### src/rtl/lfsr_stream_pkg.sv
// Shared types and constants for the lfsr_stream word generator:
// FSM encoding, default feedback mask and the substitute used for a zero seed.
package lfsr_stream_pkg;

  typedef enum logic {
    ST_IDLE = 1'b0,
    ST_RUN  = 1'b1
  } state_e;

  // x^64 + x^63 + x^61 + x^60 + 1
  localparam logic [63:0] DEF_TAPS      = 64'hD800_0000_0000_0000;
  localparam int unsigned ZERO_SEED_SUB = 1;

endpackage

### src/rtl/lfsr_stream_if.sv
// Output word stream: the producer holds lfsr/valid until the consumer raises ready.
interface lfsr_stream_if #(
  parameter int WIDTH = 64
);
  logic [WIDTH-1:0] lfsr;
  logic             valid;
  logic             ready;

  modport master (output lfsr, output valid, input ready);
  modport slave  (input lfsr, input valid, output ready);
endinterface

### src/rtl/lfsr_stream_step.sv
// One Galois LFSR shift, purely combinational; chained to build multi-step advances.
module lfsr_stream_step #(
  parameter int               WIDTH = 64,
  parameter logic [WIDTH-1:0] TAPS  = '0
) (
  input  logic [WIDTH-1:0] s_i,
  output logic [WIDTH-1:0] s_o
);

  assign s_o = (s_i >> 1) ^ (s_i[0] ? TAPS : '0);

endmodule

### src/rtl/lfsr_stream.sv
// Seeded LFSR word generator: first word one cycle after start, one word per accepted cycle.
// Stalls losslessly while ready is low; stop or the last accept ends the run with a done pulse.
module lfsr_stream
  import lfsr_stream_pkg::*;
#(
  parameter int               WIDTH   = 64,
  parameter logic [WIDTH-1:0] TAPS    = WIDTH'(DEF_TAPS),
  parameter int               STEPS   = 1,
  parameter int               COUNT_W = 32
) (
  input  logic               clk,
  input  logic               rst_n,
  input  logic               start_i,
  input  logic               stop_i,
  input  logic [WIDTH-1:0]   message_seed_i,
  input  logic [COUNT_W-1:0] count_i,
  output logic               busy_o,
  output logic               done_o,
  lfsr_stream_if.master      out_if
);

  state_e             state_q;
  logic [WIDTH-1:0]   lfsr_q;
  logic [WIDTH-1:0]   lfsr_d;
  logic               valid_q;
  logic               busy_q;
  logic               done_q;
  logic [COUNT_W-1:0] rem_q;
  logic               free_q;
  logic               accept;

  logic [WIDTH-1:0] chain [0:STEPS];

  assign chain[0] = lfsr_q;

  for (genvar g = 0; g < STEPS; g++) begin : g_step
    lfsr_stream_step #(
      .WIDTH (WIDTH),
      .TAPS  (TAPS)
    ) u_step (
      .s_i (chain[g]),
      .s_o (chain[g+1])
    );
  end

  assign lfsr_d = chain[STEPS];
  assign accept = valid_q && out_if.ready;

  always_ff @(posedge clk or negedge rst_n) begin
    if (!rst_n) begin
      state_q <= ST_IDLE;
      lfsr_q  <= '0;
      valid_q <= 1'b0;
      busy_q  <= 1'b0;
      done_q  <= 1'b0;
      rem_q   <= '0;
      free_q  <= 1'b0;
    end else begin
      done_q <= 1'b0;
      case (state_q)
        ST_IDLE: begin
          if (start_i) begin
            // An all-zero state would lock the LFSR, so substitute a non-zero seed.
            lfsr_q  <= (message_seed_i == '0) ? WIDTH'(ZERO_SEED_SUB) : message_seed_i;
            rem_q   <= count_i;
            free_q  <= (count_i == '0);
            valid_q <= 1'b1;
            busy_q  <= 1'b1;
            state_q <= ST_RUN;
          end
        end
        ST_RUN: begin
          if (stop_i) begin
            valid_q <= 1'b0;
            busy_q  <= 1'b0;
            done_q  <= 1'b1;
            state_q <= ST_IDLE;
          end else if (accept) begin
            lfsr_q <= lfsr_d;
            if (!free_q && rem_q == COUNT_W'(1)) begin
              valid_q <= 1'b0;
              busy_q  <= 1'b0;
              done_q  <= 1'b1;
              state_q <= ST_IDLE;
            end else if (!free_q) begin
              rem_q <= rem_q - COUNT_W'(1);
            end
          end
        end
        default: state_q <= ST_IDLE;
      endcase
    end
  end

  assign out_if.lfsr  = lfsr_q;
  assign out_if.valid = valid_q;
  assign busy_o       = busy_q;
  assign done_o       = done_q;

endmodule

### src/flat_wrapper.sv
// flat-port wrapper written by rule: the top's interface ports become plain ports
module lfsr_stream_flat import lfsr_stream_pkg::*;
#(
  parameter int               WIDTH   = 64,
  parameter logic [WIDTH-1:0] TAPS    = WIDTH'(DEF_TAPS),
  parameter int               STEPS   = 1,
  parameter int               COUNT_W = 32
)
  (clk, rst_n, start_i, stop_i, message_seed_i, count_i, busy_o, done_o, out_if_lfsr, out_if_valid, out_if_ready);
  lfsr_stream_if #(.WIDTH(WIDTH)) out_if_i ();
  input  logic clk;
  input  logic rst_n;
  input  logic start_i;
  input  logic stop_i;
  input  logic [WIDTH-1:0] message_seed_i;
  input  logic [COUNT_W-1:0] count_i;
  output logic busy_o;
  output logic done_o;
  output wire logic [$bits(out_if_i.lfsr)-1:0] out_if_lfsr;
  output wire logic [$bits(out_if_i.valid)-1:0] out_if_valid;
  input wire logic [$bits(out_if_i.ready)-1:0] out_if_ready;
  assign out_if_lfsr = out_if_i.lfsr;
  assign out_if_valid = out_if_i.valid;
  assign out_if_i.ready = out_if_ready;
  lfsr_stream #(.WIDTH(WIDTH), .TAPS(TAPS), .STEPS(STEPS), .COUNT_W(COUNT_W)) u_core (.clk(clk), .rst_n(rst_n), .start_i(start_i), .stop_i(stop_i), .message_seed_i(message_seed_i), .count_i(count_i), .busy_o(busy_o), .done_o(done_o), .out_if(out_if_i));
endmodule
### config.mk
export PLATFORM = sky130hd
export DESIGN_NAME = lfsr_stream_flat
export DESIGN_NICKNAME = d
export VERILOG_FILES = /design/src/rtl/lfsr_stream_pkg.sv /design/src/rtl/lfsr_stream_if.sv /design/src/rtl/lfsr_stream_step.sv /design/src/rtl/lfsr_stream.sv /design/src/flat_wrapper.sv
export SDC_FILE = /design/constraint.sdc
export NUM_CORES = 1
export LEC_CHECK = 0
export BUFFER_PORTS_ARGS = -buffer_cell sky130_fd_sc_hd__buf_2
export CAP_MARGIN = 20
export CORE_UTILIZATION = 55
export DETAILED_ROUTE_END_ITERATION = 10
export PLACE_DENSITY = 0.86
export SLEW_MARGIN = 20
export SYNTH_ARGS = -nofsm -noshare
export SYNTH_HDL_FRONTEND = slang
export SYNTH_SLANG_ARGS = --single-unit
### constraint.sdc
create_clock -name clk -period 3.7 [get_ports clk]
set_clock_uncertainty 0.1 [all_clocks]
set_input_delay 0.37 -clock clk [delete_from_list [all_inputs] [get_ports clk]]
set_output_delay 0.37 -clock clk [all_outputs]
set_load 0.01 [all_outputs]
# Word level (Yosys, flattened, before mapping)
# Index checks and enable logic that the tools add are counted.
[op_classes]
add_sub_neg = 1
mul = 0
div_mod_pow = 0
magnitude_cmp = 0
eq_ne = 8
n_shift = 0
n_mux = 26
bitwise = 2
reduce_logical = 9
[op_table]
columns = ["operator", "n"]
rows = [
  ["$mux W64", 5],
  ["$mux W32", 5],
  ["$pmux W64 S2", 1],
  ["$logic_not A64 Y1", 1],
  ["$pmux W32 S2", 1],
  ["$xor A63 B64 Y64", 1],
  ["$eq A32 B1 Y1 const B", 1],
  ["$logic_not A32 Y1", 1],
  ["$sub A32 B1 Y32 const B", 1],
  ["$mux W1", 12],
  ["$ne A2 B2 Y1 const B", 5],
  ["$ne A3 B3 Y1 const B", 2],
  ["$reduce_and A3 Y1", 2],
  ["$reduce_and A5 Y1", 1],
  ["$pmux W1 S2", 2],
  ["$logic_and A1 B1 Y1", 2],
  ["$reduce_and A2 Y1", 1],
  ["$logic_not A1 Y1", 1],
  ["$not A1 Y1", 1],
]
[word_totals]
ff_bits = 100
latch_bits = 0
mem_bits_rw = 0
romBits = 0
input_bits = 101
out_inout_bits = 67
elab_cells = 52
memories = 0

# Logic depth before layout (Yosys ltp)
[logic_depth]
ltp_word = 6
mapped_depth = 9
depth_no_buf = 8

# Cells and area by module
# From an unflattened synthesis, not the netlist that was laid out.
[hier_totals]
hier_cells = 680
hier_area_um2 = 6148.4
[modules_own_cells]
columns = ["mod", "instances", "cells_per_inst", "area_per_inst_um2", "seq_area_each_um2"]
rows = [
  ["lfsr_stream", 1, 616, 5664.2, 2502.4],
  ["lfsr_stream_step", 1, 64, 484.2, 0.0],
]

# Least setup slack after synthesis
# Ideal clock, no wire load.
[synth_timing]
kind = "reg2reg"
startpoint = "register u_core.rem_q[0]"
endpoint = "register u_core.rem_q[26]"
setup_time_ps = 124
t_arrival_ps = 2226
t_required_ps = 3476
path_slack_ps = 1250
path_stages_with_launch = 9
n_path_buf = 0
period_less_slack_ps = 2450
path_cell_list = "dfrtp_1 > inv_1 > ha_1 > nor3b_1 > and3_1 > o2111a_1 > nand2_1 > a32o_1 > a211o_1"
[synth_via]
elab_chain_cells = 6
word_cells_on_any_way = 10
cone_classes = "add/sub (1); eq/ne (2); mux (5); reduce/logical (2)"
[synth_rtl]
columns = ["element", "line", "rtl"]
rows = [
  ["start: declaration", "lfsr_stream.sv:28", "logic [COUNT_W-1:0] rem_q;"],
  ["start signal: assignment", "lfsr_stream.sv:65", "rem_q <= count_i;"],
  ["start signal: assignment", "lfsr_stream.sv:86", "rem_q <= rem_q - COUNT_W'(1);"],
  ["$sub A32 B1 Y32", "lfsr_stream.sv:86", ""],
  ["$mux W32", "lfsr_stream.sv:85", "end else if (!free_q) begin"],
  ["$mux W32", "lfsr_stream.sv:80", "if (!free_q && rem_q == COUNT_W'(1)) begin"],
  ["$mux W32", "lfsr_stream.sv:78", "end else if (accept) begin"],
  ["$mux W32", "lfsr_stream.sv:73", "if (stop_i) begin"],
  ["$pmux W32 S2", "lfsr_stream.sv:60", "case (state_q)"],
]
# Several ways; a longest one is shown, not always the timed one. The select of a mux whose other input is x is not followed.
# A chain may end at the register's enable or synchronous reset.

# Worst setup path after layout
[layout_timing]
startpoint = "register u_core.rem_q[16]"
endpoint = "register u_core.rem_q[27]"
# The elaborated chain is that of the path after synthesis.

==> flow_summary.yaml <==
synth:
  synth.top_cells.by_count: "dfrtp_1, nand2_1, o21ai_0"
  synth.most_common_cell: "dfrtp_1"
  syn_inst: 601
  synth_nets: 704
  async_flop_share_pct: 100.0
  synth_top_area_share_pct: 45.83
  synth_area_per_cell_um2: 9.085
  ys_seq_elements: 100
  synth_edf_count: 0
  yosys-top-cells-area: "dfrtp_1, mux2i_1, o21ai_0"
  yosys_warnings: 0
  syn_area_um2: 5460
  synth_area_leader_cell: "dfrtp_1"
  synth_ff_type: "dfrtp_1"
  synthDistinctLibCells: 56
  yosysSeqAreaShare_pct: 45.83
setup_path:
  worstSetupStartpoint: "u_core.rem_q[16]"
  endpoint: "u_core.rem_q[27]"
  r2r-end: "u_core.rem_q[27]"
  r2r_start: "u_core.rem_q[16]"
  required_ns: 3.85
  cp-start-kind: "flip-flop"
  crit_path_end_kind: "flip-flop"
  r2r_cells: 7
  arrival_ns: 2.87
  r2r_slack_ns: 0.98
  cp_max_fo: 19
  worstSetupPathType: "flip-flop to flip-flop"
power_and_ir_drop:
  vdd_ir_drop_max_uv: 412.5
  powerDensity_nw_per_um2: 583.3
  power.leakage_nw: 3.042
timing:
  fin_setup_tns_ns: 0
  worst_slew_pin_slew_ns: 0.9816
  setup_violations: 0
  fmax_mhz: 368.1
  slew_headroom_pct: 34.56
  fin_crit_ns: 2.717
  timing.final.hold_violations: 0
  rsz0062_at_grt: "no"
  slew_viol_final: 0
  finalCritPeriodShare_pct: 73.42
floorplan:
  die_w_um: 101.6
  ios: 168
  initial_core_util_pct: 57.99
  core_area_um2: 9415
  die_y_um: 101.6
  dieArea_um2: 10330
  rows: 35
status:
  outcome: "finished, final reports clean"
cts:
  cts_tree: "built"
  cts-root-buf: "clkbuf_8"
  insertion_delay_ns: 0.36
  ctsLongestPathBuffers: 2
  numClockSinks: 100
  htree_levels: 3
  tritoncts.num_buffers: 9
  cts_setup_buffers: 0
  clk_pin_slew_ns: 0.09
finish:
  syn2layout_area_growth_pct: 20.62
  post-route-cell-area_um2: 6586
  insertedDiodeCount: 0
  drive_above_1_share_pct: 27.48
  fin_nets: 855
route:
  dr.pass1.iters: 8
  drt-total-wl_mm: 15.64
  viasPerCell: 6.074
  dr.first_iter.drc_count: 298
  routedWlPerCell_um: 17.65
  drc: 0
  final_antenna_net_count: 0
  vias: 5382
place:
  place_hpwl_mm: 11.67
  io_buffers: 167
  dpl_cell_area_um2: 6390
  gp_congestion: 0.9415
global_route:
  grtUsageTotal_pct: 31.47
  grt-ovfl-total: 0
  antenna_found_initial: 0
  grt_pass1_wl_mm: 25.06
  grt_pass1_vias: 5116
  grt_max_degree: 82
run:
  cap_violations: 0
worst_hold_path:
  hold_class: "input pin to flip-flop"
-- how the worst min path moves through the flow --
stage | endpoint | cells after the start | slack [ns] | startpoint
global route | u_core.rem_q[16] | 3 | 0.16 | count_i[16]
detailed placement | u_core.out_if.lfsr[12] | 2 | 0.39 | u_core.out_if.lfsr[12]
finish | u_core.rem_q[16] | 3 | 0.15 | count_i[16]
global placement | u_core.out_if.lfsr[8] | 2 | 0.38 | u_core.out_if.lfsr[8]
floorplan | u_core.done_o | 0 | -0.03 | rst_n
CTS | u_core.out_if.lfsr[54] | 1 | 0.11 | rst_n
-- placed cells by master, fill, tap and decap left out, types with 4 or more instances in the layout --
| cell type | count |
|---|---|
| nor3_1 | 9 |
| nand2b_1 | 7 |
| buf_2 | 166 |
| xnor2_1 | 9 |
| nor2_1 | 23 |
| nor4_2 | 5 |
| mux2i_1 | 60 |
| buf_4 | 11 |
| nor4_1 | 33 |
| clkbuf_8 | 9 |
| dfrtp_1 | 99 |
| nand3_1 | 9 |
| o22ai_1 | 9 |
| a21oi_1 | 42 |
| o21ai_0 | 82 |
| inv_1 | 5 |
| or4_1 | 4 |
| nand4_1 | 11 |
| or3_1 | 5 |
| nand2_1 | 96 |
-- metal layers --
| layer | GRT usage, % | part of all wire, % | wire length (um) |
|---|---|---|---|
| met5 | 0 | 0 | 0 |
| met1 | 40.77 | 41 | 6345 |
| met2 | 51.82 | 49 | 7663 |
| met3 | 7.729 | 8.4 | 1306 |
| met4 | 10.59 | 2.0 | 320 |
-- sequential cells by signal (all words and copies together), names as in the netlist --
signal / count
u_core.out_if.lfsr: 64
u_core.rem_q: 32
u_core.done_o: 1
u_core.free_q: 1
u_core.out_if.valid: 1
u_core.state_q: 1
-- critical path, cell delays in order (launching register included) --
cell	delay, ns
dfrtp_1	0.44
nor4_1	0.58
nand4_1	0.29
nor4_4	0.38
o21ai_2	0.26
buf_4	0.28
o21a_1	0.12
o22a_1	0.16
-- per-stage QoR --
stage / instances / hold WS [ns] / worst slack, ns / power, mW / util (%)
finish: 886 / 0.1476 / 0.9834 / 3.842 / 69.95
global route: 886 / 0.1568 / 0.8071 / 4.087 / 69.95
CTS: 885 / 0.1114 / 1.034 / 3.846 / 69.81
detailed placement: 869 / 0.3935 / 1.059 / 3.184 / 67.87
global placement: 869 / 0.3806 / 1.176 / 3.097 / 67.87
floorplan: 601 / -0.02559 / 1.250 / 2.589 / -
-- logic make-up after synthesis --
kind of cell | count (synthesis) | share of synthesized area [%]
buffers and inverters | 44 | 3.254
adder cells (fa/ha/maj) | 2 | 0.4582
AND/OR/NAND/NOR | 220 | 20.60
flip-flops | 100 | 45.83
AO/OA/AOI/OAI | 164 | 17.05
multiplexers | 61 | 11.21
XOR/XNOR | 10 | 1.604
-- report_power, final --
part / switching, mW / leakage [nW] / internal (mW)
Clock: 0.403 / 0.0934 / 0.259
Sequential: 0.379 / 1.21 / 1.46
Combinational: 0.764 / 1.74 / 0.579
-- repair_timing --
item / CTS / global route
endpoints found under the hold margin: 0 / 6
resized for setup: 0 / 0
hold buffers: 0 / 1
-- area by class of cell --
| class | instances | area, um2 |
|---|---|---|
| sequential | 100 | 2506 |
| timing repair buffer | 179 | 934.6 |
| clock buffer | 10 | 127.6 |
| fill | 755 | 2829 |
| tap | 129 | 161.4 |
| multi-input combinational | 457 | 2783 |
| clock inverter | 6 | 55.05 |
| inverter | 5 | 18.77 |
No activity file was read; power rests on OpenSTA's default activity.
